**config.mk**
```make
export PLATFORM = sky130hd
export DESIGN_NAME = trace_buffer_mem_flat
export DESIGN_NICKNAME = d
export VERILOG_FILES = /design/src/rtl/trace_buffer_mem_if.sv /design/src/rtl/trace_buffer_mem.sv /design/src/flat_wrapper.sv
export SDC_FILE = /design/constraint.sdc
export NUM_CORES = 1
export LEC_CHECK = 0
export BUFFER_PORTS_ARGS = -buffer_cell sky130_fd_sc_hd__buf_2
export CAP_MARGIN = 5
export CORE_ASPECT_RATIO = 0.6
export CORE_MARGIN = 2
export CORE_UTILIZATION = 25
export CTS_CLUSTER_DIAMETER = 80
export CTS_CLUSTER_SIZE = 40
export DETAILED_ROUTE_END_ITERATION = 8
export GPL_TIMING_DRIVEN = 0
export PLACE_DENSITY = 0.51
export SLEW_MARGIN = 15
export SYNTH_ARGS = -nofsm -noshare
export SYNTH_HDL_FRONTEND = slang
export SYNTH_SLANG_ARGS = --single-unit
```
**constraint.sdc**
```tcl
create_clock -name CLK_I -period 2.4 [get_ports CLK_I]
set_input_delay 0.24 -clock CLK_I [delete_from_list [all_inputs] [get_ports CLK_I]]
set_output_delay 0.24 -clock CLK_I [all_outputs]
set_load 0.03 [all_outputs]
```
**src/rtl/trace_buffer_mem_if.sv**
```systemverilog
// Logger <-> trace memory port bundle.
// master = Logger side, slave = memory side.
interface trace_buffer_mem_if #(
  parameter int TRB_WIDTH      = 8,
  parameter int TRB_ADDR_WIDTH = 3
);
  logic                      RW_TURN_O;
  logic                      WRITE_I;
  logic [TRB_ADDR_WIDTH-1:0] WRITE_PTR_I;
  logic [TRB_WIDTH-1:0]      DMEM_I;
  logic [TRB_ADDR_WIDTH-1:0] READ_PTR_I;
  logic [TRB_WIDTH-1:0]      DMEM_O;
  logic                      WRITE_ALLOW_O;
  logic                      READ_ALLOW_O;
  logic [TRB_ADDR_WIDTH-1:0] FILL_O;
  logic                      OVERFLOW_O;

  modport master (
    input  RW_TURN_O, DMEM_O,
    input  WRITE_ALLOW_O, READ_ALLOW_O,
    input  FILL_O, OVERFLOW_O,
    output WRITE_I, WRITE_PTR_I,
    output DMEM_I, READ_PTR_I
  );

  modport slave (
    output RW_TURN_O, DMEM_O,
    output WRITE_ALLOW_O, READ_ALLOW_O,
    output FILL_O, OVERFLOW_O,
    input  WRITE_I, WRITE_PTR_I,
    input  DMEM_I, READ_PTR_I
  );
endinterface

```
**src/rtl/trace_buffer_mem.sv**
```systemverilog
// Circular trace memory with alternating write/read turns.
// Pointers belong to the Logger; only flags are derived here.
module trace_buffer_mem #(
  parameter int TRB_WIDTH      = 8,
  parameter int TRB_ADDR_WIDTH = 3
) (
  input  logic CLK_I,
  input  logic RST_NI,
  input  logic CLEAR_I,
  trace_buffer_mem_if.slave bus
);
  localparam int D = 2 ** TRB_ADDR_WIDTH;

  typedef enum logic {
    RD = 1'b0,
    WR = 1'b1
  } turn_e;

  turn_e turn_q, turn_d;

  logic [TRB_WIDTH-1:0]      mem [D];
  logic [TRB_WIDTH-1:0]      dout_q;
  logic                      wa_q, ra_q, ovf_q;
  logic [TRB_ADDR_WIDTH-1:0] fill_q;
  logic [TRB_ADDR_WIDTH-1:0] wp_nx;
  logic                      wr_req, wr_en, wr_rej;

  assign wp_nx  = bus.WRITE_PTR_I + TRB_ADDR_WIDTH'(1);
  assign wr_req = (turn_q == WR) & bus.WRITE_I & ~CLEAR_I;
  assign wr_en  = wr_req & wa_q;
  assign wr_rej = wr_req & ~wa_q;

  always_ff @(posedge CLK_I or negedge RST_NI) begin
    if (!RST_NI) turn_q <= RD;
    else         turn_q <= turn_d;
  end

  always_comb begin
    turn_d = turn_q;
    if (CLEAR_I) begin
      turn_d = RD;
    end else begin
      unique case (turn_q)
        RD: turn_d = WR;
        WR: turn_d = RD;
      endcase
    end
  end

  always_ff @(posedge CLK_I or negedge RST_NI) begin
    if (!RST_NI) begin
      dout_q <= '0;
      wa_q   <= 1'b1;
      ra_q   <= 1'b0;
      fill_q <= '0;
      ovf_q  <= 1'b0;
    end else if (CLEAR_I) begin
      dout_q <= '0;
      wa_q   <= 1'b1;
      ra_q   <= 1'b0;
      fill_q <= '0;
      ovf_q  <= 1'b0;
    end else begin
      if (turn_q == RD) dout_q <= mem[bus.READ_PTR_I];
      // flags lag the pointers by one cycle by design
      wa_q   <= wp_nx != bus.READ_PTR_I;
      ra_q   <= bus.WRITE_PTR_I != bus.READ_PTR_I;
      fill_q <= bus.WRITE_PTR_I - bus.READ_PTR_I;
      if (wr_rej) ovf_q <= 1'b1;
    end
  end

  // storage is never reset so it can map onto block RAM
  always_ff @(posedge CLK_I) begin
    if (wr_en) mem[bus.WRITE_PTR_I] <= bus.DMEM_I;
  end

  assign bus.RW_TURN_O     = turn_q;
  assign bus.DMEM_O        = dout_q;
  assign bus.WRITE_ALLOW_O = wa_q;
  assign bus.READ_ALLOW_O  = ra_q;
  assign bus.FILL_O        = fill_q;
  assign bus.OVERFLOW_O    = ovf_q;
endmodule

```
**src/flat_wrapper.sv**
```systemverilog
// flat-port wrapper written by rule: the top's interface ports become plain ports
module trace_buffer_mem_flat 
#(
  parameter int TRB_WIDTH      = 8,
  parameter int TRB_ADDR_WIDTH = 3
)
  (CLK_I, RST_NI, CLEAR_I, bus_RW_TURN_O, bus_DMEM_O, bus_WRITE_ALLOW_O, bus_READ_ALLOW_O, bus_FILL_O, bus_OVERFLOW_O, bus_WRITE_I, bus_WRITE_PTR_I, bus_DMEM_I, bus_READ_PTR_I);
  trace_buffer_mem_if #(.TRB_WIDTH(TRB_WIDTH), .TRB_ADDR_WIDTH(TRB_ADDR_WIDTH)) bus_i ();
  input  logic CLK_I;
  input  logic RST_NI;
  input  logic CLEAR_I;
  output wire logic [$bits(bus_i.RW_TURN_O)-1:0] bus_RW_TURN_O;
  output wire logic [$bits(bus_i.DMEM_O)-1:0] bus_DMEM_O;
  output wire logic [$bits(bus_i.WRITE_ALLOW_O)-1:0] bus_WRITE_ALLOW_O;
  output wire logic [$bits(bus_i.READ_ALLOW_O)-1:0] bus_READ_ALLOW_O;
  output wire logic [$bits(bus_i.FILL_O)-1:0] bus_FILL_O;
  output wire logic [$bits(bus_i.OVERFLOW_O)-1:0] bus_OVERFLOW_O;
  input wire logic [$bits(bus_i.WRITE_I)-1:0] bus_WRITE_I;
  input wire logic [$bits(bus_i.WRITE_PTR_I)-1:0] bus_WRITE_PTR_I;
  input wire logic [$bits(bus_i.DMEM_I)-1:0] bus_DMEM_I;
  input wire logic [$bits(bus_i.READ_PTR_I)-1:0] bus_READ_PTR_I;
  assign bus_RW_TURN_O = bus_i.RW_TURN_O;
  assign bus_DMEM_O = bus_i.DMEM_O;
  assign bus_WRITE_ALLOW_O = bus_i.WRITE_ALLOW_O;
  assign bus_READ_ALLOW_O = bus_i.READ_ALLOW_O;
  assign bus_FILL_O = bus_i.FILL_O;
  assign bus_OVERFLOW_O = bus_i.OVERFLOW_O;
  assign bus_i.WRITE_I = bus_WRITE_I;
  assign bus_i.WRITE_PTR_I = bus_WRITE_PTR_I;
  assign bus_i.DMEM_I = bus_DMEM_I;
  assign bus_i.READ_PTR_I = bus_READ_PTR_I;
  trace_buffer_mem #(.TRB_WIDTH(TRB_WIDTH), .TRB_ADDR_WIDTH(TRB_ADDR_WIDTH)) u_core (.CLK_I(CLK_I), .RST_NI(RST_NI), .CLEAR_I(CLEAR_I), .bus(bus_i));
endmodule
```
==> impl_metrics.tcl <==
set metrics [dict create \
    clk_path_buf_depth 2 \
    pre_cts_slack_ns 0.219 \
    antenna_found_initial 0 \
    start_util 0.260 \
    cp_max_fo 8 \
    syn-instance-count 182 \
    syn-num-nets 204 \
    routed_wire_length_per_instance_um 18.1 \
    critPathKind "flop to flop" \
    period_share 0.881 \
    grt_pass1_vias 1797 \
    grt_max_degree 16 \
    met1_usage 0.157 \
    min_period_ns 2.11 \
    p_int_w 0.00245 \
    power.density_nw_per_um2 803 \
    worstMarginPinSlew_ns 0.964 \
    clock_skew_ns 0.00704 \
    place_congestion 0.749 \
    areaGrowthSynthToFinish_pct 22.2 \
    cp.arrival_ns 2.07 \
    finalPower_w 0.00312 \
    vias_per_cell 4.31 \
    die_h_um 91.3 \
    drtIter0Drc 92 \
    busiest_layer "met2" \
    synth_top_family_by_area "multiplexers" \
    yosys.area_share.simple 0.0607 \
    synth_warnings 0 \
    setup_viol 0 \
    syn_area_um2 3180 \
    placed_cells 381 \
    root_buffer "clkbuf_16" \
    crit_path_end_kind "flop" \
    dr.pass1.iters 4 \
    fin_area_um2 3880 \
    fin_nets 250 \
    timing.rr.start "u_core.bus.WRITE_ALLOW_O$_DFF_PN1_" \
    p_seq_frac 0.489 \
    cts_num_sinks 79 \
    yosysSeqAreaShare 0.724 \
    io_pins 33 \
    worstRegToRegCells 3 \
    rrSetupSlack_ns 0.29 \
    grt_util_met3 0.0472 \
    diodes 0 \
    cts_buffers 9 \
    synth-adder-area-share 0.0181 \
    core-area_um2 12200 \
    holdPathStages 2 \
    clkPwrFrac 0.436 \
    dieArea_um2 13600 \
    dp_hpwl_um 4870 \
    final_cell_count_no_fill 398 \
    cts.clk_slew.worst_paths_ns 0.06 \
    drive_gt1_frac 0.309 \
    grt_pass1_wl_um 11000 \
    port_buffers 32 \
    globalRouteTotalUtil 0.114 \
    post_synth.cell_area_avg_um2 17.4 \
    startpoint "u_core.bus.WRITE_ALLOW_O$_DFF_PN1_" \
    switching_share 0.213 \
    max_freq_mhz 473 \
    synth_cell_types 33 \
    min_path_type "input pin to flop" \
    start_kind "flop" \
    fin_ws_ns 0.286 \
    htreeDepth 3 \
    fp-row-count 31 \
    grtUsageMet2 0.167 \
    peakVddDrop_uv 346 \
    r2r-end "u_core.mem[7][3]$_DFFE_PP_" \
    power.net_switching_w 0.000665 \
    detail-route-antenna-nets 0 \
    maxSlewHeadroom 0.355 \
    power.leakage_nw 1.41 \
    synth_compound_area_frac 0.0481 \
    cts-resized-gates 0 \
    insertion_delay_ns 0.33 \
    synth_seq_cells 79 \
    vias 1716 \
    wl_um 7210 \
    endpoint "u_core.mem[7][3]$_DFFE_PP_" \
    hold_violations 0 \
    die_w_um 150 \
    synth_xor_area_frac 0.0110 \
    cap_viol_max_count 0 \
    cp_data_required_time_ns 2.35 \
    status "finished clean" \
    drcViolationCount 0 \
    combinationalPowerShare 0.075 \
    tritoncts "built" \
    grt_overflow_total 0 \
    place_area_um2 3570 \
    rsz0062_at_grt "no" \
    synth_mux_area_frac 0.113 \
    fin_util 0.318 \
    slew_viol_final 0 \
]
## per-layer routing
metal  wire, um  share of wire
met3        406          0.056
met5          0              0
met4         75          0.010
met2       3220           0.45
met1       3500           0.49
## cells by family (layout without fill, tap and decap cells)
| family | Yosys count | count (layout) |
|---|---|---|
| AOI/OAI and AO/OA | 19 | 19 |
| xor gates and xnor gates | 4 | 4 |
| adders and majority gates | 4 | 4 |
| buffers and inverters | 13 | 64 |
| DFF | 79 | 79 |
| muxes | 22 | 22 |
| and+or+nand+nor | 41 | 41 |
## per-stage QoR
stage,hold WS [ns],TNS [ns]
CTS,0.162,0
global placement,0.186,-3.14
detailed placement,0.189,0
global route,0.184,0
finish,0.178,0
floorplan,-0.0556,0
## cells in the final DEF (no fill, tap or decap), drive strengths merged, types with 2 or more instances in the layout
master / instances
inv: 6
nand2: 10
nor2b: 6
a2111oi: 2
nor2: 16
clkbuf: 15
xnor2: 2
ha: 3
nand4: 2
o31ai: 7
buf: 39
mux2: 14
nand2b: 3
mux4: 8
edfxtp: 64
o22ai: 7
nor3: 2
dfrtp: 14
xor2: 2
a31oi: 2
## area by class of cell
type | count | area, um^2
Fill cell | 1201 | 8340
Sequential cell | 79 | 2300
Multi-Input combinational cell | 90 | 808
Clock buffer | 13 | 260
Tap cell | 165 | 206
Timing Repair Buffer | 35 | 185
Buffer | 7 | 56.3
Clock inverter | 3 | 42.5
Inverter | 6 | 22.5
## worst min-delay path by stage
stage,from,end,slack [ns]
2_1_floorplan,RST_NI,u_core.bus.DMEM_O[0]$_DFFE_PN0P_,-0.06
3_3_place_gp,RST_NI,u_core.bus.OVERFLOW_O$_DFFE_PN0P_,0.19
3_5_place_dp,RST_NI,u_core.bus.OVERFLOW_O$_DFFE_PN0P_,0.19
4_1_cts,CLEAR_I,u_core.bus.FILL_O[2]$_DFF_PN0_,0.16
5_1_grt,CLEAR_I,u_core.bus.FILL_O[2]$_DFF_PN0_,0.18
6_report,CLEAR_I,u_core.bus.READ_ALLOW_O$_DFF_PN0_,0.18
## what timing repair did
action                                 4_1_cts  5_1_grt
hold buffers                                 1        0
setup endpoints to repair                    0        0
buffers inserted                             0        0
endpoints found under the hold margin       14        0
## critical path: stages, from the launching register on
cell and delay [ns]:
dfstp_2 0.53, nor2b_1 0.16, nand4_1 0.23, nor2_1 0.81
## sequential cells by signal, indices dropped and copies added (netlist names)
register	count
u_core.bus.DMEM_O	8
u_core.bus.FILL_O	3
u_core.bus.OVERFLOW_O	1
u_core.bus.READ_ALLOW_O	1
u_core.bus.RW_TURN_O	1
u_core.bus.WRITE_ALLOW_O	1
u_core.mem	64
## cells in the mapped netlist, drive strengths merged
library cell | count | area [um^2]
mux2 | 14 | 158
o31ai | 7 | 62.6
a2111oi | 2 | 17.5
nand2 | 10 | 37.5
nor3 | 2 | 10.0
buf | 5 | 45.0
fa | 1 | 20.0
nand2b | 3 | 18.8
xor2 | 2 | 17.5
inv | 6 | 22.5
nor2 | 16 | 65.1
clkbuf | 2 | 11.3
nor2b | 6 | 37.5
mux4 | 8 | 203
ha | 3 | 37.5
edfxtp | 64 | 1920
o22ai | 7 | 43.8
nand4 | 2 | 12.5
or2 | 1 | 6.26
dfrtp | 14 | 350
a31oi | 2 | 12.5
dfstp | 1 | 26.3
xnor2 | 2 | 17.5
nand3 | 1 | 5.00
o41ai | 1 | 16.3
## power groups by stage
stage	Clock (W)	Sequential (W)	Combinational [W]
after floorplan	0	0.00159	0.0000972
after global placement	0	0.00155	0.000230
after detailed placement	0	0.00155	0.000237
after CTS	0.00140	0.00152	0.000238
after global routing	0.00146	0.00152	0.000254
final	0.00136	0.00152	0.000234
(Power assumes the default switching activity.)
